--- src/rtl/multu_hilo.sv ---
// multu_hilo: sequential unsigned shift-add multiplier feeding a HI/LO register pair.
// One partial-product step per clock while MULTU is held; the product is committed
// into HI/LO on the HILO_WR code and read back through MFHI/MFLO.
module multu_hilo #(
  parameter int WIDTH = 32
) (
  input  logic             clk,
  input  logic             reset,
  input  logic [5:0]       Signal,
  input  logic [WIDTH-1:0] dataA,
  input  logic [WIDTH-1:0] dataB,
  output logic [WIDTH-1:0] dataOut,
  output logic             busy,
  output logic             done
);

  localparam logic [5:0] SIG_MULTU   = 6'd25;
  localparam logic [5:0] SIG_MFHI    = 6'd16;
  localparam logic [5:0] SIG_MFLO    = 6'd18;
  localparam logic [5:0] SIG_HILO_WR = 6'b111111;
  localparam logic [5:0] LAST_STEP   = 6'(WIDTH - 1);

  typedef enum logic [1:0] {
    IDLE = 2'd0,
    RUN  = 2'd1,
    DONE = 2'd2
  } state_t;

  state_t             state_q, state_d;
  logic [WIDTH-1:0]   mcand_q, mcand_d;
  logic [2*WIDTH-1:0] prod_q, prod_d;
  logic [5:0]         cnt_q, cnt_d;
  logic [WIDTH-1:0]   hi_q, hi_d;
  logic [WIDTH-1:0]   lo_q, lo_d;

  logic [WIDTH:0]     step_sum;
  logic [2*WIDTH-1:0] step_prod;

  // One shift-add step: add the multiplicand into the upper half when the current
  // multiplier bit is set, keeping the carry so the 65-bit shift loses nothing.
  always_comb begin
    step_sum = {1'b0, prod_q[2*WIDTH-1:WIDTH]};
    if (prod_q[0]) begin
      step_sum = {1'b0, prod_q[2*WIDTH-1:WIDTH]} + {1'b0, mcand_q};
    end
    step_prod = {step_sum, prod_q[WIDTH-1:1]};
  end

  // Next-state and datapath update; a write arriving on the final step commits
  // the freshly stepped product directly and skips DONE.
  always_comb begin
    state_d = state_q;
    mcand_d = mcand_q;
    prod_d  = prod_q;
    cnt_d   = cnt_q;
    hi_d    = hi_q;
    lo_d    = lo_q;
    unique case (state_q)
      IDLE: begin
        if (Signal == SIG_MULTU) begin
          mcand_d = dataA;
          prod_d  = {{WIDTH{1'b0}}, dataB};
          cnt_d   = 6'd0;
          state_d = RUN;
        end
      end
      RUN: begin
        if (Signal == SIG_MULTU || Signal == SIG_HILO_WR) begin
          prod_d = step_prod;
          cnt_d  = cnt_q + 6'd1;
          if (cnt_q == LAST_STEP) begin
            if (Signal == SIG_HILO_WR) begin
              hi_d    = step_prod[2*WIDTH-1:WIDTH];
              lo_d    = step_prod[WIDTH-1:0];
              state_d = IDLE;
            end else begin
              state_d = DONE;
            end
          end
        end else begin
          state_d = IDLE;
        end
      end
      DONE: begin
        if (Signal == SIG_HILO_WR) begin
          hi_d    = prod_q[2*WIDTH-1:WIDTH];
          lo_d    = prod_q[WIDTH-1:0];
          state_d = IDLE;
        end else if (Signal != SIG_MULTU) begin
          state_d = IDLE;
        end
      end
      default: state_d = IDLE;
    endcase
  end

  // State and datapath registers with synchronous active-low reset.
  always_ff @(posedge clk) begin
    if (!reset) begin
      state_q <= IDLE;
      mcand_q <= '0;
      prod_q  <= '0;
      cnt_q   <= '0;
      hi_q    <= '0;
      lo_q    <= '0;
    end else begin
      state_q <= state_d;
      mcand_q <= mcand_d;
      prod_q  <= prod_d;
      cnt_q   <= cnt_d;
      hi_q    <= hi_d;
      lo_q    <= lo_d;
    end
  end

  // Read port and status decodes; reads are combinational from HI/LO.
  always_comb begin
    dataOut = '0;
    if (Signal == SIG_MFHI) begin
      dataOut = hi_q;
    end else if (Signal == SIG_MFLO) begin
      dataOut = lo_q;
    end
    busy = (state_q == RUN);
    done = (state_q == DONE);
  end

endmodule

--- config.mk ---
export PLATFORM = sky130hd
export DESIGN_NAME = multu_hilo
export DESIGN_NICKNAME = d
export VERILOG_FILES = /design/src/rtl/multu_hilo.sv
export SDC_FILE = /design/constraint.sdc
export NUM_CORES = 1
export LEC_CHECK = 0
export CORE_MARGIN = 2
export CORE_UTILIZATION = 57
export CTS_CLUSTER_SIZE = 10
export DETAILED_ROUTE_END_ITERATION = 8
export PLACE_DENSITY = 0.9
export REMOVE_ABC_BUFFERS = 1
export SLEW_MARGIN = 10
export SYNTH_ARGS = -nofsm -noshare
export SYNTH_HDL_FRONTEND = slang
export SYNTH_SLANG_ARGS = --single-unit
--- constraint.sdc ---
create_clock -name clk -period 3.53 [get_ports clk]
set_clock_uncertainty 0.15 [all_clocks]
set_input_delay 0.8825 -clock clk [delete_from_list [all_inputs] [get_ports clk]]
set_output_delay 0.8825 -clock clk [all_outputs]
set_load 0.01 [all_outputs]
==> qor.txt, run 1 <==
Hold Crit Class: reg2reg
Post-Syn Area: 9394 um2
Clk sinks: 168
Syn. warnings: 0
#FFs+latches synth: 168
Max FO, Critical Path: 16
GR Util met3: 5.498%
Total grt overflow: 0
Post-Synthesis Cells: 1216
Slowest stage delay, CP: 0.44 ns
DRT antenna net count: 0
DP Wirelength: 17870 um
Clock Tree Buf Depth: 2
Sequential area share after synthesis: 35.80%
Reg clk slew, reported paths: 0.07 ns
Die area: 17520 um2
Static Leakage: 4.041 nW
Post-synth EDFFs: 0
CTS buffer count: 17
Most frequent cells in the layout: nand2_1, dfxtp_1, nor2_1, a21oi_1, clkdlybuf4s50_1
Period minus WS final: 3.460 ns
DRC violation total after the first TritonRoute iteration: 866
Post-Syn Area per Cell: 7.725 um2
CTS tree: built
DRC violations left: 0
Wire length per cell: 18.42 um
Fillers: 1273
CTS root buf: clkbuf_16
Maximum vdd drop: 373.2 uV
Die W: 132.4 um
Final hold violations: 0
Crit path required time: 2.50 ns
Slew headroom: 44.69%
Total number of vias: 9512
Clk Latency, worst-skew pair: 0.44 ns
CP Cell Sequence: dlygate4sd2_1, or3b_4, or3_4, buf_12, nor2_1, buf_2
Level count of the clock H-tree: 4
Ports: 106
CP Capture Type: output port
Crit share post-route: 98.01%
Share of layout cells above drive strength 1: 10.61%
Initial core utilization: 58.71%
Placed cells: 1464
Leading cell type in the layout, fill and taps excluded: nand2_1
Ant diodes: 0
Slowest CP cell: or3_4
Run status: finished, final reports clean
Fin cells: 1498
Vias in the first global route: 8997
Global-route wire length before repair: 44960 um
CP arrival: 2.43 ns
Post-CTS Hold Buffers: 0
Asr flop ratio synth: 0%
# nets final: 1375
Global-route met2 utilization: 52.76%
Maximum clock frequency: 0.2890 GHz
Core ar.: 16000 um2
# setup viols final: 0
Final Max Slew Viols: 0
Nature of the critical path startpoint: input pin
Row cnt: 46
GRT Total Usage: 31.26%
GR peak layer: met2
Crit path kind: in2out
Via-to-Cell Ratio: 6.350
Layout area overhead: 19.25%
Max-cap violation count: 0
Total power draw: 4.145 mW
Initial antenna violation count: 0
GR Util met1: 39.51%
Worst-margin pin slew: 0.8288 ns
Drt pass-1 iters: 5
Port Buffer Count: 105
Largest net degree at the start of global routing: 79
Pwr dens: 370.0 nW/um2
Post-synth top flop: dfxtp_1
RSZ-0062 raised after global routing: false
Final RePlAce weighted congestion: 0.9283
Chip height: 132.4 um
Synth cell types: 70
Aggregate routed wire length: 27590 um
[synthesized netlist by cell type, types with 14 or more instances]
master    number  area (um2)
dfxtp_1      168        3363
mux2i_1       44       440.4
o21ai_0       35       175.2
a22oi_1       32       240.2
a211oi_1      18       135.1
nand3_1       24       120.1
o21a_1        14       105.1
a21o_1        15       112.6
clkbuf_1      70       262.8
nor2_1       142       533.0
a31oi_1       19       118.9
nand2_1      215       807.0
buf_2         22       110.1
a311oi_1      34       297.8
nand4_1       16       100.1
a21oi_1      130       650.6
ha_1          33       412.9
nor3_1        26       130.1
[critical path: cells and delay by family]
kind | cells | cell delay [ns]
simple gates | 3 | 0.95
buf+inv | 3 | 0.58
[layer usage]
metal  share of wire, %  routed length (um)
met2                 48               13260
met1                 41               11330
met5                  0                   0
met4                3.5                 957
met3                7.4                2046
[repair_timing]
action / CTS / global route
resized for setup: 101 / 24
pin swaps: 0 / 0
setup buffers: 0 / 0
gates cloned: 2 / 0
setup endpoints to repair: 32 / 22
[flip-flops by register name (all words and copies together) (netlist names)]
| name | flops |
|---|---|
| cnt_q | 6 |
| hi_q | 32 |
| lo_q | 32 |
| mcand_q | 32 |
| prod_q | 64 |
| state_q | 2 |
[logic make-up after synthesis]
kind of cell	count (synthesis)	share of synthesized area, %
flip-flops	168	35.80
adder cells (fa/ha/maj)	34	4.608
AND/OR/NAND/NOR	471	21.51
XOR/XNOR	19	1.771
buffers and inverters	110	4.915
multiplexers	44	4.688
AO/OA/AOI/OAI	370	26.70
[final cells by class]
cell class | instances | area, um2 | share of cell area [%]
clock inverters | 14 | 215.2 | 1.921
clock buffers | 18 | 429.2 | 3.831
inverters | 10 | 40.04 | 0.3574
repair buffers | 134 | 1290 | 11.52
flip-flops and latches | 168 | 3363 | 30.02
well taps | 216 | 270.3 | 2.413
multi-input cells | 938 | 5594 | 49.94
[report_power, final]
part	leakage, nW	internal (mW)	total, mW	switching (mW)
logic	2.38	0.102	0.187	0.0857
registers	1.35	1.90	1.90	0.00493
clock network	0.306	1.21	2.05	0.848
total	4.04	3.21	4.15	0.938
[per-stage QoR]
step                      area (um2)  setup WS [ns]  utilization, %  setup TNS, ns  hold slack (ns)
after floorplan                 8970        -0.8918               -         -52.03           0.2812
after global placement         10650        -0.4980           66.59         -15.78           0.2887
after detailed placement       10650        -0.5823           66.59         -17.53           0.3060
after CTS                      11320       0.005262           70.75              0           0.3153
after global routing           11200        0.01678           70.01              0           0.3268
final                          11200        0.07024           70.01              0           0.3126
[path summary, 6_finish.rpt]
kind                            startpoint     endpoint  slack [ns]  cells after the start
worst min register to register  mcand_q[2]   mcand_q[2]        0.31                      2
worst max register to register  prod_q[32]   prod_q[55]        0.25                     10
worst min-delay path            mcand_q[2]   mcand_q[2]        0.31                      2
worst max-delay path             Signal[2]  dataOut[14]        0.07                      6
No activity file was read; power rests on OpenSTA's default activity.
==> run 2, diff against run 1 <==
--- a/config.mk
+++ b/config.mk
@@ -6,10 +6,10 @@
 export NUM_CORES = 1
 export LEC_CHECK = 0
 export CORE_MARGIN = 2
-export CORE_UTILIZATION = 57
+export CORE_UTILIZATION = 60
 export CTS_CLUSTER_SIZE = 10
 export DETAILED_ROUTE_END_ITERATION = 8
-export PLACE_DENSITY = 0.9
+export PLACE_DENSITY = 0.93
 export REMOVE_ABC_BUFFERS = 1
 export SLEW_MARGIN = 10
 export SYNTH_ARGS = -nofsm -noshare
==> constraint.sdc (replaced) <==
create_clock -name clk -period 4.3 [get_ports clk]
set_clock_uncertainty 0.15 [all_clocks]
set_input_delay 1.075 -clock clk [delete_from_list [all_inputs] [get_ports clk]]
set_output_delay 1.075 -clock clk [all_outputs]
set_load 0.01 [all_outputs]
==> run 2 against run 1 <==
- clock-buffer cell count increased by 2
- die area decreased by 4.8%
- global-route usage increased by 1.2 points
- routed wire length decreased by 3.2%
- sequential share of layout area increased by 0.23 points
- via count increased by 0.30%
- non-clock buffer count decreased by 6
- setup slack improved by 0.011 ns
- critical path type unchanged
==> qor.txt, run 2 (synthesis gave the netlist of run 1 again) <==
Drt pass-1 iters: 6
Final Core Density: 72.86%
Level count of the clock H-tree: 4
Maximum vdd drop: 287.7 uV
Slowest stage delay, CP: 0.47 ns
DRC violations left: 0
R2r startpoint: prod_q[32]
Vias in the first global route: 9063
Max-cap violation count: 0
Largest delay contributor family on the critical path: simple AND/OR/NAND/NOR gates
Ports: 106
Final Max Slew Viols: 0
Post-CTS Hold Buffers: 0
CP Buf/Inv Count: 3
RSZ-0062 raised after global routing: false
Global-route wire length before repair: 43550 um
Fin Setup TNS: 0 ns
Total grt overflow: 0
Total power draw: 3.334 mW
Ant diodes: 0
Clock Tree Buf Depth: 2
Max FO, Critical Path: 32
Total number of vias: 9541
GRT Total Usage: 32.44%
Worst slack at placement: -0.1923 ns
Pwr dens: 299.9 nW/um2
Nature of the critical path startpoint: input pin
CTS root buf: clkbuf_16
CTS buffer count: 17
Clk Latency, worst-skew pair: 0.45 ns
Fin cells: 1487
Largest net degree at the start of global routing: 67
Chip height: 129.1 um
Aggregate routed wire length: 26720 um
Layout area overhead: 18.34%
Slew headroom: 14.38%
Initial antenna violation count: 0
Critical Path Start: Signal[4]
Run status: finished, final reports clean
Port Buffer Count: 105
Final RePlAce weighted congestion: 0.9217
Final hold violations: 0
Share of layout cells above drive strength 1: 7.524%
Clk sinks: 168
Worst-margin pin slew: 1.283 ns
Die area: 16670 um2
# nets final: 1369
Hold Crit Class: reg2reg
# setup viols final: 0
Initial core utilization: 61.57%
Total setup buffers inserted after CTS: 0
Static Leakage: 4.052 nW
Hold wc startpoint: hi_q[8]
Most frequent cells in the layout: nand2_1, dfxtp_1, nor2_1, a21oi_1, clkdlybuf4s50_1
Maximum clock frequency: 0.2370 GHz
Fillers: 1113
Post-cts repair resize count: 33
Wire length per cell: 17.97 um
Row cnt: 45
Reg clk slew, reported paths: 0.06 ns
DP Wirelength: 17170 um
Final worst slack: 0.08075 ns
CP Capture Type: output port
Max FFs per register: 64
Core ar.: 15260 um2
Largest Register: prod_q
CTS tree: built
Period minus WS final: 4.219 ns
CP Cell Sequence: clkdlybuf4s50_1, or3b_2, or3_4, buf_12, nor2_1, dlygate4sd2_1
Crit path required time: 3.07 ns
Leading cell type in the layout, fill and taps excluded: nand2_1
Die W: 129.1 um
Crit share post-route: 98.12%
Crit path kind: in2out
DRC violation total after the first TritonRoute iteration: 1013
CP arrival: 2.99 ns
Slowest CP cell: clkdlybuf4s50_1
Via-to-Cell Ratio: 6.416
Placed cells: 1455
DRT antenna net count: 0
[run 2: changes by cell type in the layout (fill, tap and decap cells not counted), sizes merged]
cell	previous run	this run
buf	50	24
dlygate4sd2	3	32
clkdlybuf4s50	69	72
clkbuf	30	20
inv	14	13
bufinv	4	3
[run 2: worst reg2reg max path, cell delays in order (launching register included)]
cell and delay, ns:
dfxtp_1 0.34, ha_1 0.25, fa_1 0.46, a211oi_2 0.31, o211ai_1 0.25, a211oi_2 0.32
o21ai_2 0.16, a211oi_2 0.33, nor3_1 0.10, nor3_1 0.31, o21ai_0 0.12
[run 2: per-layer routing]
metal / global-route usage (%) / up-vias / part of all wire (%)
met5: 0 / - / 0
li1: - / 4462 / -
met4: 18.86 / 0 / 5.1
met1: 39.42 / 4455 / 40
met3: 7.680 / 113 / 8.1
met2: 52.66 / 511 / 47
[run 2: where the power goes]
group	total, mW	switching [mW]	internal [mW]	leakage, nW
sequential	1.56	0.00456	1.56	1.35
combinational	0.146	0.0668	0.0792	2.40
clock	1.62	0.670	0.953	0.299
total	3.33	0.741	2.59	4.05
[run 2: final cells by class]
type	instances	area, um2	area share, %
clock buffers	20	456.7	4.108
well taps	211	264.0	2.375
clock inverters	12	165.2	1.486
flip-flops and latches	168	3363	30.25
inverters	10	40.04	0.3602
multi-input cells	938	5587	50.25
repair buffers	128	1241	11.16
[run 2: path summary, 6_finish.rpt]
| kind | to | slack, ns | cells after the start |
|---|---|---|---|
| hold reg to reg | hi_q[8] | 0.31 | 2 |
| setup / recovery | dataOut[16] | 0.08 | 6 |
| setup reg to reg | hi_q[27] | 1.09 | 10 |
| hold / removal | hi_q[8] | 0.31 | 2 |
[run 2: per-stage QoR]
stage	area, um2	hold WS (ns)
2_1_floorplan	8970	0.2812
3_3_place_gp	10530	0.2887
3_5_place_dp	10530	0.3021
4_1_cts	11120	0.3108
5_1_grt	11120	0.3397
6_report	11120	0.3092
